===== config.mk =====
export PLATFORM = sky130hd
export DESIGN_NAME = mc_ctrl
export DESIGN_NICKNAME = d
export VERILOG_FILES = /design/src/rtl/mc_ctrl_pkg.sv /design/src/rtl/mc_alu_dec.sv /design/src/rtl/mc_ctrl.sv
export SDC_FILE = /design/constraint.sdc
export NUM_CORES = 1
export LEC_CHECK = 0
export CELL_PAD_IN_SITES_DETAIL_PLACEMENT = 0
export CELL_PAD_IN_SITES_GLOBAL_PLACEMENT = 1
export CORE_ASPECT_RATIO = 0.7
export CORE_UTILIZATION = 28
export DETAILED_ROUTE_END_ITERATION = 10
export MAX_ROUTING_LAYER = met4
export PLACE_DENSITY_LB_ADDON = 0.1
export SETUP_SLACK_MARGIN = 0.4
export SLEW_MARGIN = 5
export SYNTH_ARGS = -nofsm -noshare
export SYNTH_HDL_FRONTEND = slang
export SYNTH_SLANG_ARGS = --single-unit

===== constraint.sdc =====
create_clock -name clk -period 3 [get_ports clk]
set_input_delay 0.6 -clock clk [delete_from_list [all_inputs] [get_ports clk]]
set_output_delay 0.6 -clock clk [all_outputs]
set_load 0.05 [all_outputs]

===== src/rtl/mc_ctrl_pkg.sv =====
// ============================================================================
// Module      : mc_ctrl_pkg
// Description : Shared encodings for the multi-cycle MIPS control unit:
//               opcode/funct codes, datapath select encodings, FSM states.
// Revision    : 1.0 - initial release
// ============================================================================
`default_nettype none

package mc_ctrl_pkg;

    // Opcodes (IR[31:26])
    localparam logic [5:0] OP_RTYPE = 6'h00;
    localparam logic [5:0] OP_J     = 6'h02;
    localparam logic [5:0] OP_JAL   = 6'h03;
    localparam logic [5:0] OP_BEQ   = 6'h04;
    localparam logic [5:0] OP_BNE   = 6'h05;
    localparam logic [5:0] OP_ADDI  = 6'h08;
    localparam logic [5:0] OP_ORI   = 6'h0D;
    localparam logic [5:0] OP_LUI   = 6'h0F;
    localparam logic [5:0] OP_LW    = 6'h23;
    localparam logic [5:0] OP_SW    = 6'h2B;

    // R-type function codes (IR[5:0])
    localparam logic [5:0] FN_SLL  = 6'h00;
    localparam logic [5:0] FN_JR   = 6'h08;
    localparam logic [5:0] FN_ADD  = 6'h20;
    localparam logic [5:0] FN_ADDU = 6'h21;
    localparam logic [5:0] FN_SUBU = 6'h23;
    localparam logic [5:0] FN_SLT  = 6'h2A;

    localparam logic [2:0] NPC_PLUS4  = 3'd0;
    localparam logic [2:0] NPC_BRANCH = 3'd1;
    localparam logic [2:0] NPC_JUMP   = 3'd2;
    localparam logic [2:0] NPC_JR     = 3'd3;
    localparam logic [2:0] NPC_EXCEPT = 3'd4;

    localparam logic [1:0] EXT_ZERO   = 2'd0;
    localparam logic [1:0] EXT_SIGNED = 2'd1;
    localparam logic [1:0] EXT_LUI    = 2'd2;

    localparam logic [1:0] GPR_RD  = 2'd0;
    localparam logic [1:0] GPR_RT  = 2'd1;
    localparam logic [1:0] GPR_R31 = 2'd2;

    localparam logic [1:0] WD_ALU = 2'd0;
    localparam logic [1:0] WD_MEM = 2'd1;
    localparam logic [1:0] WD_PC  = 2'd2;

    // ALU operation codes; the ALUOp port must be at least 3 bits wide
    localparam logic [4:0] ALU_NOP  = 5'd0;
    localparam logic [4:0] ALU_ADD  = 5'd1;
    localparam logic [4:0] ALU_ADDU = 5'd2;
    localparam logic [4:0] ALU_SUB  = 5'd3;
    localparam logic [4:0] ALU_OR   = 5'd4;
    localparam logic [4:0] ALU_SLT  = 5'd5;
    localparam logic [4:0] ALU_SLL  = 5'd6;
    localparam logic [4:0] ALU_LUI  = 5'd7;

    typedef enum logic [2:0] {
        S_FETCH  = 3'd0,
        S_DECODE = 3'd1,
        S_EXEC   = 3'd2,
        S_MEM    = 3'd3,
        S_WB     = 3'd4,
        S_EXCEPT = 3'd5
    } state_e;

    function automatic logic is_imm_alu(input logic [5:0] op);
        return (op == OP_ADDI) || (op == OP_ORI) || (op == OP_LUI);
    endfunction

endpackage

`default_nettype wire


===== src/rtl/mc_alu_dec.sv =====
// ============================================================================
// Module      : mc_alu_dec
// Description : Combinational opcode/funct decode to ALUOp plus a legality
//               flag. Optional jal/jr support under MC_CTRL_JAL_EN.
// Revision    : 1.0 - initial release
// ============================================================================
`default_nettype none

module mc_alu_dec
    import mc_ctrl_pkg::*;
#(
    parameter int ALUOP_W = 5
) (
    input  logic [5:0]         opcode,
    input  logic [5:0]         funct,
    output logic [ALUOP_W-1:0] aluop,
    output logic               supported
);

    always_comb begin
        aluop     = '0;
        supported = 1'b0;
        case (opcode)
            OP_RTYPE: begin
                case (funct)
                    FN_ADD:  begin aluop = ALUOP_W'(ALU_ADD);  supported = 1'b1; end
                    FN_ADDU: begin aluop = ALUOP_W'(ALU_ADDU); supported = 1'b1; end
                    FN_SUBU: begin aluop = ALUOP_W'(ALU_SUB);  supported = 1'b1; end
                    FN_SLT:  begin aluop = ALUOP_W'(ALU_SLT);  supported = 1'b1; end
                    FN_SLL:  begin aluop = ALUOP_W'(ALU_SLL);  supported = 1'b1; end
`ifdef MC_CTRL_JAL_EN
                    FN_JR:   supported = 1'b1;
`endif
                    default: ;
                endcase
            end
            OP_J:    supported = 1'b1;
`ifdef MC_CTRL_JAL_EN
            OP_JAL:  supported = 1'b1;
`endif
            OP_BEQ,
            OP_BNE:  begin aluop = ALUOP_W'(ALU_SUB); supported = 1'b1; end
            OP_ADDI: begin aluop = ALUOP_W'(ALU_ADD); supported = 1'b1; end
            OP_ORI:  begin aluop = ALUOP_W'(ALU_OR);  supported = 1'b1; end
            OP_LUI:  begin aluop = ALUOP_W'(ALU_LUI); supported = 1'b1; end
            OP_LW,
            OP_SW:   begin aluop = ALUOP_W'(ALU_ADD); supported = 1'b1; end
            default: ;
        endcase
    end

endmodule

`default_nettype wire


===== src/rtl/mc_ctrl.sv =====
// ============================================================================
// Module      : mc_ctrl
// Description : Multi-cycle MIPS control FSM (FETCH/DECODE/EXEC/MEM/WB/EXCEPT)
//               with memory-ready stalls, timeout trap and illegal-op trap.
//               Define MC_CTRL_JAL_EN to add jal/jr support.
// Revision    : 1.0 - initial release
// ============================================================================
`default_nettype none

module mc_ctrl
    import mc_ctrl_pkg::*;
#(
    parameter int ALUOP_W     = 5,
    parameter int MEM_TIMEOUT = 15
) (
    input  logic               clk,
    input  logic               rstn,
    input  logic [5:0]         opcode,
    input  logic [5:0]         funct,
    input  logic               Zero,
    input  logic               mem_ready,
    output logic               PCWr,
    output logic               IRWr,
    output logic               RFWr,
    output logic               DMWr,
    output logic               DMRd,
    output logic               IMRd,
    output logic [ALUOP_W-1:0] ALUOp,
    output logic [2:0]         NPCOp,
    output logic               ASel,
    output logic               BSel,
    output logic [1:0]         EXTOp,
    output logic [1:0]         GPRSel,
    output logic [1:0]         WDSel,
    output logic               except,
    output logic [2:0]         state
);

    localparam int               c_cnt_w    = $clog2(MEM_TIMEOUT + 1);
    localparam logic [c_cnt_w-1:0] c_cnt_last = c_cnt_w'(MEM_TIMEOUT - 1);
    localparam logic [c_cnt_w-1:0] c_cnt_one  = c_cnt_w'(1);

    state_e               r_state;
    logic [c_cnt_w-1:0]   r_cnt;
    logic [ALUOP_W-1:0]   w_aluop;
    logic                 w_supported;
    logic                 w_wait;
    logic                 w_timeout;
    logic                 w_is_jal;
    logic                 w_is_jr;

    mc_alu_dec #(
        .ALUOP_W   (ALUOP_W)
    ) u_alu_dec (
        .opcode    (opcode),
        .funct     (funct),
        .aluop     (w_aluop),
        .supported (w_supported)
    );

`ifdef MC_CTRL_JAL_EN
    assign w_is_jal = (opcode == OP_JAL);
    assign w_is_jr  = (opcode == OP_RTYPE) && (funct == FN_JR);
`else
    assign w_is_jal = 1'b0;
    assign w_is_jr  = 1'b0;
`endif

    // The limit cycle only traps if memory is still not ready in it
    assign w_wait    = ((r_state == S_FETCH) || (r_state == S_MEM)) && !mem_ready;
    assign w_timeout = w_wait && (r_cnt == c_cnt_last);
    assign state     = r_state;

    always_ff @(posedge clk or negedge rstn) begin
        if (!rstn) begin
            r_state <= S_FETCH;
            r_cnt   <= '0;
        end else begin
            r_cnt <= (w_wait && !w_timeout) ? r_cnt + c_cnt_one : '0;
            case (r_state)
                S_FETCH: begin
                    if (mem_ready)      r_state <= S_DECODE;
                    else if (w_timeout) r_state <= S_EXCEPT;
                end
                S_DECODE: begin
                    if (!w_supported)                    r_state <= S_EXCEPT;
                    else if ((opcode == OP_J) || w_is_jal) r_state <= S_FETCH;
                    else                                 r_state <= S_EXEC;
                end
                S_EXEC: begin
                    if (opcode == OP_RTYPE)
                        r_state <= w_is_jr ? S_FETCH : S_WB;
                    else if (is_imm_alu(opcode))
                        r_state <= S_WB;
                    else if ((opcode == OP_LW) || (opcode == OP_SW))
                        r_state <= S_MEM;
                    else
                        r_state <= S_FETCH;
                end
                S_MEM: begin
                    if (mem_ready)      r_state <= (opcode == OP_LW) ? S_WB : S_FETCH;
                    else if (w_timeout) r_state <= S_EXCEPT;
                end
                default: r_state <= S_FETCH;
            endcase
        end
    end

    always_comb begin
        PCWr   = 1'b0;
        IRWr   = 1'b0;
        RFWr   = 1'b0;
        DMWr   = 1'b0;
        DMRd   = 1'b0;
        IMRd   = 1'b0;
        ALUOp  = '0;
        NPCOp  = NPC_PLUS4;
        ASel   = 1'b0;
        BSel   = 1'b0;
        EXTOp  = EXT_ZERO;
        GPRSel = GPR_RD;
        WDSel  = WD_ALU;
        except = 1'b0;
        case (r_state)
            S_FETCH: begin
                IMRd = 1'b1;
                if (mem_ready) begin
                    IRWr = 1'b1;
                    PCWr = 1'b1;
                end
            end
            S_DECODE: begin
                if (w_supported && ((opcode == OP_J) || w_is_jal)) begin
                    PCWr  = 1'b1;
                    NPCOp = NPC_JUMP;
                end
                if (w_supported && w_is_jal) begin
                    RFWr   = 1'b1;
                    GPRSel = GPR_R31;
                    WDSel  = WD_PC;
                end
            end
            S_EXEC: begin
                ALUOp = w_aluop;
                case (opcode)
                    OP_RTYPE: begin
                        ASel = (funct == FN_SLL);
                        if (w_is_jr) begin
                            PCWr  = 1'b1;
                            NPCOp = NPC_JR;
                        end
                    end
                    OP_ADDI: begin BSel = 1'b1; EXTOp = EXT_SIGNED; end
                    OP_ORI:  begin BSel = 1'b1; EXTOp = EXT_ZERO;   end
                    OP_LUI:  begin BSel = 1'b1; EXTOp = EXT_LUI;    end
                    OP_BEQ:  begin PCWr = Zero;  NPCOp = NPC_BRANCH; end
                    OP_BNE:  begin PCWr = !Zero; NPCOp = NPC_BRANCH; end
                    OP_LW,
                    OP_SW:   begin BSel = 1'b1; EXTOp = EXT_SIGNED; end
                    default: ;
                endcase
            end
            S_MEM: begin
                // Address path stays selected for the whole request
                BSel  = 1'b1;
                EXTOp = EXT_SIGNED;
                ALUOp = ALUOP_W'(ALU_ADD);
                DMRd  = (opcode == OP_LW);
                DMWr  = (opcode == OP_SW);
            end
            S_WB: begin
                RFWr = 1'b1;
                if (opcode == OP_LW) begin
                    GPRSel = GPR_RT;
                    WDSel  = WD_MEM;
                end else if (opcode != OP_RTYPE) begin
                    GPRSel = GPR_RT;
                end
            end
            S_EXCEPT: begin
                PCWr   = 1'b1;
                NPCOp  = NPC_EXCEPT;
                except = 1'b1;
            end
            default: ;
        endcase
    end

endmodule

`default_nettype wire


==> results of run 1 <==
-- where the power goes --
part	switching, mW	total, mW	internal (mW)
sequential	0.0420	0.159	0.117
clock	0.0381	0.130	0.0917
combinational	0.428	0.705	0.277
-- flip-flops by register name, indices dropped and copies added, names as in the netlist --
register  count
r_cnt         4
state         3
-- cell usage after synthesis (all sizes together), types with 2 or more instances --
cell	number
mux2i	2
a211oi	3
or4	2
dfrtp	7
clkbuf	4
nor2b	3
and2	4
nand2	6
inv	5
a31oi	3
ha	2
a21oi	8
xnor2	2
nor4	3
or3	2
o21ai	2
xor2	2
or4b	2
nor3	11
buf	8
nand3	9
nand2b	5
nor2	17
-- cells by family after synthesis --
group                    Yosys count  synth area share, %
adder cells (fa/ha/maj)            2                 2.71
buffers and inverters             17                 9.23
AO/OA/AOI/OAI                     28                 21.4
AND/OR/NAND/NOR                   66                 41.2
other                              1                0.407
flip-flops                         7                 19.0
XOR/XNOR                           4                 3.80
multiplexers                       2                 2.17
-- repair_timing --
| action | 4_1_cts | 5_1_grt |
|---|---|---|
| gates cloned | 0 | 0 |
| hold endpoints to repair | 0 | 0 |
| pin swaps | 10 | 8 |
| setup buffers | 4 | 1 |
| setup endpoints to repair | 13 | 7 |
| gates resized for setup | 58 | 13 |
-- worst min path at each step --
| stage | cells after the start | endpoint |
|---|---|---|
| 4_1_cts | 1 | r_cnt[0]$_DFF_PN0_ |
| 6_report | 1 | r_cnt[0]$_DFF_PN0_ |
| 2_1_floorplan | 0 | r_cnt[0]$_DFF_PN0_ |
| 3_5_place_dp | 1 | r_cnt[0]$_DFF_PN0_ |
| 5_1_grt | 1 | r_cnt[0]$_DFF_PN0_ |
| 3_3_place_gp | 1 | r_cnt[0]$_DFF_PN0_ |
-- routing by layer --
layer | track usage, % | share of wire (%)
met4 | 3.33 | 1.1
met5 | - | 0
met2 | 30.6 | 44
met3 | 4.29 | 6.8
met1 | 28.9 | 48
-- cell type report --
class | instances | area share, %
timing repair buffer | 68 | 40.8
sequential | 7 | 9.55
inverter | 5 | 1.02
tap | 38 | 2.57
multi-input combinational | 106 | 43.7
clock buffer | 4 | 2.44
==> out/results.ini, run 1 <==
[detailed_routing]
ant_nets = 0
drt_iter0_drc = 56
route.detailed.drc = 2
vias = 1191
vias_per_cell = 5.22
wl_um = 3230
routedWlPerCell_um = 14.2
drt-pass1-iter-count = 7

[sta]
worst_slew_pin_slew_ps = 509
drv_slew = 0
setup_viol = 0
rsz0062_at_grt = true
fmax_ghz = 0.375
fin_setup_tns_ps = 0
max_slew_margin_pct = 66.0
fin_crit_ps = 2660
clock_skew_ps = 1.98
period_share_pct = 88.8
hold_viol = 0
fin_hold_ws_ps = 493
post-route-worst-setup-slack_ps = 337

[clock_network]
clkTransAtPathRegs_ps = 40
cts_tree = built
clockBufferDepth = 2
clkLatencyLatePin_ps = 220
root_buffer = clkbuf_8
cts_hold_buf = 0
cts.sinks = 7
htreeDepth = 1
numCtsBuffers = 3

[die]
ioPinCount = 42
die_w_um = 70.6
rows = 17
coreArea_um2 = 3150
dieArea_um2 = 3530
die_h_um = 50.0
initial_core_util_pct = 29.3

[setup_path]
cp_top_family = simple AND/OR/NAND/NOR gates
regToRegSetupSlack_ps = 1320
crit_type = in2out
critPathBufInv = 2
critical-path-max-stage-delay_ps = 530
path_depth = 7
worstPathArrival_ps = 2060
critPathLaunchType = primary input
crit_start = opcode[2]
r2r_end = r_cnt[3]$_DFF_PN0_
worstSetupEndpointType = output pin
reg2regPathDepth = 6
slowest_stage = or4_4
cp_max_fo = 2
crit_end = ALUOp[0]
crit_chain = buf_8 -> nor2_4 -> nand4_4 -> a221o_1 -> or4_4 -> a21oi_4 -> buf_12
required_ps = 2400
r2r-start = r_cnt[0]$_DFF_PN0_

[placed_design]
dp_slack_ps = -150
gp_congestion = 0.886
placed_cell_area_um2 = 1710
dp.cells = 219
port_buffers = 37
dp.final_hpwl_um = 2530

[final_layout]
fin_nets = 209
drive_gt1_share_pct = 44.7
multiInputGateArea_um2 = 807
final_common_cell = buf_4
final-seq-area_um2 = 176
fillers = 283
instances_no_fill = 228
n_antenna_cell = 0
syn_to_final_growth_pct = 100
fin_area_um2 = 1850
final_cell_mix = 32 x buf_4, 14 x buf_12, 10 x nor2_1
postLayoutCoreUtil_pct = 58.7

[global_routing]
grt_pass1_wl_um = 5570
grt-ovfl-total = 0
grt_max_degree = 16
grt_usage_pct = 20.5
grt_pass1_vias = 1167
grt_antenna_before_repair = 0

[synth]
syn-cell-area_um2 = 922
ys_top_cells_by_area = dfrtp_1 19%, nor3_1 6.0%, nor2_1 5.3%, nand3_1 4.9%, a21oi_1 4.3%
syn_avg_cell_area_um2 = 7.26
yosys.area.top_type = dfrtp_1
synth_edf_count = 0
async_reset_ff_share_pct = 100
yosysWarningCount = 0
synth_top_area_share_pct = 19.0
ys_seq_area_share_pct = 19.0
synth_cells = 127
ys_types = 43
synth_ff_type = dfrtp_1
ys_seq_elements = 7

[pwr]
fin_total_pwr_mw = 0.994
power_density_nw_per_um2 = 538
leakagePower_nw = 0.786
ir_drop_mv = 0.394

[hold_path]
min_from = r_cnt[0]$_DFF_PN0_
holdCritPathClass = reg2reg

[status]
violations = design-rule violations
outcome = finished, violations left

[job]
cap_violations = 0

Note: power is estimated with default switching activity, not from simulation.
==> inputs of run 2 (changes only) <==
CELL_PAD_IN_SITES_DETAIL_PLACEMENT = unset   (was 0)
CELL_PAD_IN_SITES_GLOBAL_PLACEMENT = unset   (was 1)
CORE_UTILIZATION = 41   (was 28)
PLACE_DENSITY = 0.79   (was unset)
PLACE_DENSITY_LB_ADDON = unset   (was 0.1)
clock period = 2.8 ns   (was 3 ns; I/O delays follow)
==> out/results.ini, run 2 <==
[die]
rows = 13  ; -4
initial_core_util_pct = 46.5  ; +17 points
die_w_um = 58.7  ; -17%
die_h_um = 41.7  ; -17%
ioPinCount = 42  ; unchanged

[synth]
synth_edf_count = 0  ; unchanged
synth_ff_type = dfrtp_1
ys_seq_area_share_pct = 19.0  ; unchanged
syn_avg_cell_area_um2 = 7.26  ; unchanged
yosys.area.top_type = dfrtp_1
async_reset_ff_share_pct = 100  ; unchanged
synth_cells = 127  ; unchanged
synth_top_area_share_pct = 19.0  ; unchanged
syn-cell-area_um2 = 922  ; unchanged
ys_types = 43  ; unchanged
yosysWarningCount = 0  ; unchanged
ys_top_cells_by_area = dfrtp_1 19%, nor3_1 6.0%, nor2_1 5.3%, nand3_1 4.9%, a21oi_1 4.3%
yosysMostFrequentCell = nor2_1
ys_seq_elements = 7  ; unchanged
synthTopCellsByCount = 13 x nor2_1, 11 x nor3_1, 9 x nand3_1, 8 x a21oi_1, 7 x dfrtp_1

[sta]
worstEpCategory = output port
crit_endpoint = ALUOp[0]

[placed_design]
gp_congestion = 0.910  ; +2.7%
port_buffers = 37  ; unchanged
dp.final_hpwl_um = 2720  ; +7.5%

[clock_network]
root_buffer = clkbuf_4
numCtsBuffers = 3  ; unchanged
htreeDepth = 1  ; unchanged
clockBufferDepth = 2  ; unchanged
cts.sinks = 7  ; unchanged

[status]
haltStage = global routing (5_1_grt)
outcome = aborted with a tool error
first-error = [ERROR DPL-0033] detailed placement checks failed during check placement.

[global_routing]
grt_max_degree = 16
grt_antenna_before_repair = 0

[run 2: cell counts after synthesis]
Identical to the previous run, type by type.
[run 2: per-stage QoR]
stage | hold WS, ps | setup slack (ps) | std cells | cell area (um2) | setup TNS [ps]
after detailed placement | 528 | -271 | 212 | 1760 | -761
after CTS | 538 | 157 | 222 | 1850 | 0
after global placement | 470 | -208 | 212 | 1760 | -558
after floorplan | 264 | 162 | 130 | 1100 | 0
[run 2: cell families after synthesis]
group           after synthesis  synth area share (%)
mux                           2                  2.17
compound gates               28                  21.4
other cells                   1                 0.407
simple gates                 66                  41.2
fa+ha+maj                     2                  2.71
flops                         7                  19.0
xor+xnor                      4                  3.80
buf+inv                      17                  9.23
[run 2: what timing repair did]
item                                    CTS
resized for setup                        69
buffers inserted                          6
gates cloned                              0
pin swaps                                15
hold buffers                              0
endpoints found under the setup margin   18
==> inputs of run 3 (changes only) <==
CORE_AREA = 2 2 63 65   (was unset)
CORE_ASPECT_RATIO = unset   (was 0.7)
CORE_UTILIZATION = unset   (was 41)
DIE_AREA = 0 0 65 67   (was unset)
MAX_ROUTING_LAYER = unset   (was met4)
PLACE_DENSITY = unset   (was 0.79)
PLACE_DENSITY_LB_ADDON = 0.15   (was unset)
SETUP_SLACK_MARGIN = unset   (was 0.4)
==> out/results.ini, run 3 (synthesized netlist as in run 1, its figures left out) <==
[die]
coreArea_um2 = 3610
die_w_um = 65  ; +11%
rows = 22  ; +9
initial_core_util_pct = 25.6  ; -21 points
ioPinCount = 42  ; unchanged
die_h_um = 67  ; +61%
dieArea_um2 = 4360

[pwr]
leakagePower_nw = 0.756
ir_drop_mv = 0.170
fin_total_pwr_mw = 1.02
power_density_nw_per_um2 = 558

[setup_path]
cp_max_fo = 2
critPathBufInv = 2
cp_top_family = simple AND/OR/NAND/NOR gates
reg2regPathDepth = 6
critPathLaunchType = primary input
crit_start = opcode[3]
crit_type = in2out
slowest_stage = or4_4
critical-path-max-stage-delay_ps = 550
crit_chain = clkdlybuf4s15_1 -> nor2_4 -> nand4_4 -> a221o_1 -> or4_4 -> a21oi_4 -> buf_12
worstPathArrival_ps = 2180
worstSetupEndpointType = output pin
path_depth = 7
r2r-start = state[0]$_DFF_PN0_
required_ps = 2240

[sta]
rsz0062_at_grt = false
hold_viol = 0
period_share_pct = 97.9
clock_skew_ps = 0.191
max_slew_margin_pct = 66.7
drv_slew = 0
setup_viol = 0
fin_crit_ps = 2740
fin_setup_tns_ps = 0
fmax_ghz = 0.365
worst_slew_pin_slew_ps = 498

[clock_network]
root_buffer = clkbuf_8
numCtsBuffers = 3  ; unchanged
cts_tree = built
htreeDepth = 1  ; unchanged
clockBufferDepth = 2  ; unchanged
cts.sinks = 7  ; unchanged
clkLatencyLatePin_ps = 230
clkTransAtPathRegs_ps = 40

[placed_design]
placed_cell_area_um2 = 1720  ; -2.4%
dp.final_hpwl_um = 2410  ; -11%
gp_congestion = 0.853  ; -6.2%
port_buffers = 37  ; unchanged

[global_routing]
grt_pass1_wl_um = 5040
busiest_layer = met2
grt-ovfl-total = 0
grt_antenna_before_repair = 0
grtUsageMet1_pct = 18.5
grt_usage_pct = 14.7
grt_max_degree = 16
grt_util_met3_pct = 3.04
grt_util_met2_pct = 26.0
grt_pass1_vias = 1180

[final_layout]
final-seq-area_um2 = 175
fin_area_um2 = 1840
syn_to_final_growth_pct = 99.1
postLayoutCoreUtil_pct = 50.9
drive_gt1_share_pct = 42.3
n_antenna_cell = 0
largest_reg_flops = 4
final_common_cell = buf_4
fillers = 355
largest_register = r_cnt
fin_nets = 215
final_cell_mix = 37 x buf_4, 14 x buf_12, 11 x nor2_1
multiInputGateArea_um2 = 774

[detailed_routing]
drt_iter0_drc = 30
ant_nets = 0
drt-pass1-iter-count = 4
vias = 1181
routedWlPerCell_um = 12.2
vias_per_cell = 4.84
route.detailed.drc = 0
wl_um = 2980

[status]
outcome = completed

[hold_path]
whs_path_depth = 1
holdCritPathClass = reg2reg
min_from = r_cnt[0]$_DFF_PN0_

[job]
cap_violations = 0

==> run 3: final cells by class <==
type,count,area share [%]
Tap cell,48,3.27
Clock buffer,4,2.45
Sequential cell,7,9.54
Multi-Input combinational cell,106,42.2
Timing Repair Buffer,74,41.5
Inverter,5,1.02
==> run 3: per-stage QoR <==
stage,hold WS (ps),instances,setup WS [ps]
floorplan,264,130,-112
global placement,467,233,-312
detailed placement,479,233,-290
CTS,484,243,22.3
global route,509,244,2.09
finish,481,244,57.8
==> run 3: per-layer routing <==
metal	routed length (um)	up-vias
li1	-	593
met1	1270	545
met2	1510	41
met3	183	2
met4	12	0
met5	0	-
==> run 3: timing repair <==
| action | in CTS | in global routing |
|---|---|---|
| hold buffers | 0 | 0 |
| pin swaps | 9 | 7 |
| setup endpoints to repair | 8 | 2 |
| gates cloned | 0 | 0 |
| resized for setup | 21 | 17 |
| buffers inserted | 6 | 1 |
==> run 3: worst paths after layout <==
kind,to,slack (ps)
worst max-delay path,ALUOp[0],60
worst min-delay path,r_cnt[0]$_DFF_PN0_,480
worst max register to register,state[2]$_DFF_PN0_,1190
worst min register to register,r_cnt[0]$_DFF_PN0_,480
max in group asynchronous,r_cnt[1]$_DFF_PN0_,1980
min in group asynchronous,state[0]$_DFF_PN0_,590
==> run 3: where the power goes <==
group          internal (mW)  switching (mW)
clock network         0.0983          0.0414
registers              0.124          0.0541
logic                  0.285           0.421
total                  0.507           0.517
==> inputs of run 4 (changes only) <==
SKIP_CTS_REPAIR_TIMING = 1   (was unset)
==> out/results.ini, run 4 (synthesized netlist as in run 1, its figures left out) <==
[final_layout]
instances_no_fill = 240  ; -1.6%
fin_area_um2 = 1840  ; +0.14%
final_cell_mix = 33 x buf_4, 14 x buf_12, 12 x nor2_1, 12 x dlymetal6s2s_1, 10 x clkdlybuf4s50_1
fin_nets = 211  ; -1.9%
syn_to_final_growth_pct = 99.3
final_common_cell = buf_4
largest_reg_flops = 4  ; unchanged
n_antenna_cell = 0  ; unchanged
drive_gt1_share_pct = 36.5  ; -5.9 points
largest_register = r_cnt

[setup_path]
cp_max_fo = 2  ; unchanged
crit_start = opcode[5]
r2r_end = state[2]$_DFF_PN0_
worstSetupEndpointType = output pin
worstPathArrival_ps = 2120  ; -60 ps
critPathLaunchType = primary input
reg2regPathDepth = 6  ; unchanged
r2r-start = state[0]$_DFF_PN0_
regToRegSetupSlack_ps = 1200  ; about the same
crit_type = in2out
crit_end = ALUOp[0]
required_ps = 2240  ; about the same

[clock_network]
clkLatencyLatePin_ps = 230  ; about the same
root_buffer = clkbuf_8
clockBufferDepth = 2  ; unchanged
numCtsBuffers = 3  ; unchanged
cts_tree = built
clkTransAtPathRegs_ps = 40  ; about the same
cts.sinks = 7  ; unchanged
htreeDepth = 1  ; unchanged

[die]
rows = 22  ; unchanged
initial_core_util_pct = 25.6  ; unchanged
die_h_um = 67  ; unchanged
ioPinCount = 42  ; unchanged
dieArea_um2 = 4360  ; unchanged
die_w_um = 65  ; unchanged
coreArea_um2 = 3610  ; unchanged

[detailed_routing]
drt_iter0_drc = 37  ; +23%
ant_nets = 0  ; unchanged
drt-pass1-iter-count = 6  ; +2
vias_per_cell = 4.85  ; +0.20%
wl_um = 2930  ; -1.7%
vias = 1164  ; -1.4%
routedWlPerCell_um = 12.2  ; -0.11%
route.detailed.drc = 0  ; unchanged

[sta]
max_slew_margin_pct = 66.7  ; about the same
clock_skew_ps = 0.199  ; +0.00816 ps
fmax_ghz = 0.373  ; +2.3%
drv_slew = 0  ; unchanged
period_share_pct = 95.8  ; -2.2 points
worst_slew_pin_slew_ps = 498  ; +0.000894 ps
rsz0062_at_grt = false
hold_viol = 0  ; unchanged
fin_hold_ws_ps = 481  ; +0.00100 ps
setup_viol = 0  ; unchanged
fin_crit_ps = 2680  ; -61.1 ps

[placed_design]
placed_cell_area_um2 = 1720  ; unchanged
gp_congestion = 0.853  ; unchanged
dp.final_hpwl_um = 2410  ; unchanged
port_buffers = 37  ; unchanged
dp.cells = 233  ; unchanged

[pwr]
fin_total_pwr_mw = 1.02  ; -0.56%
leakagePower_nw = 0.837  ; +11%
ir_drop_mv = 0.170  ; about the same
power_density_nw_per_um2 = 554  ; -0.70%

[job]
cap_violations = 0  ; unchanged

[global_routing]
grt_max_degree = 16  ; unchanged
grt-ovfl-total = 0  ; unchanged
grt_usage_pct = 14.1  ; -0.51 points
grt_antenna_before_repair = 0  ; unchanged
grt_pass1_vias = 1151  ; -2.5%
grt_pass1_wl_um = 4870  ; -3.3%

[hold_path]
holdCritPathClass = reg2reg

[status]
outcome = completed

-- run 4: cell count changes in the layout (fill, tap and decap cells not counted), sizes merged --
cell and change:
dlymetal6s2s +12, clkdlybuf4s15 -5, dlygate4sd2 -2, buf -4
clkbuf -5
-- run 4: stage by stage --
step | utilization, % | setup TNS, ps | setup slack (ps)
after floorplan | - | -273 | -112
after global placement | 47.6 | -1240 | -312
after detailed placement | 47.6 | -1240 | -290
after CTS | 48.8 | -1310 | -298
after global routing | 51.0 | 0 | 44.6
final | 51.0 | 0 | 119
-- run 4: worst max-delay path, cell delays in order --
cell and delay [ps]:
dlymetal6s2s_1 150, nor2_4 150, nand4_4 110, a221o_1 290, or4_4 550, a21oi_4 160
buf_12 150
-- run 4: worst min-delay path by stage --
stage | start | to | slack (ps) | cells after the start
after global routing | r_cnt[0]$_DFF_PN0_ | r_cnt[0]$_DFF_PN0_ | 510 | 1
after CTS | r_cnt[0]$_DFF_PN0_ | r_cnt[0]$_DFF_PN0_ | 480 | 1
after detailed placement | r_cnt[0]$_DFF_PN0_ | r_cnt[0]$_DFF_PN0_ | 480 | 1
final | r_cnt[0]$_DFF_PN0_ | r_cnt[0]$_DFF_PN0_ | 480 | 1
after floorplan | rstn | r_cnt[0]$_DFF_PN0_ | 260 | 0
after global placement | r_cnt[0]$_DFF_PN0_ | r_cnt[0]$_DFF_PN0_ | 470 | 1
-- run 4: area by class of cell --
cell class,count,area (um2)
fillers,353,1770
repair buffers,70,790
multi-input cells,106,749
flip-flops and latches,7,175
well taps,48,60.1
clock buffers,4,45.0
inverters,5,18.8
-- run 4: power breakdown --
part           internal, mW  switching [mW]  leakage [nW]
Combinational         0.284           0.417         0.720
Clock                0.0983          0.0414        0.0228
Sequential            0.124          0.0539        0.0933
-- run 4: routing by layer --
layer	track usage, %	routed length, um
met5	0	0
met4	2.39	12
met3	3.04	167
met2	25.4	1450
met1	17.5	1300
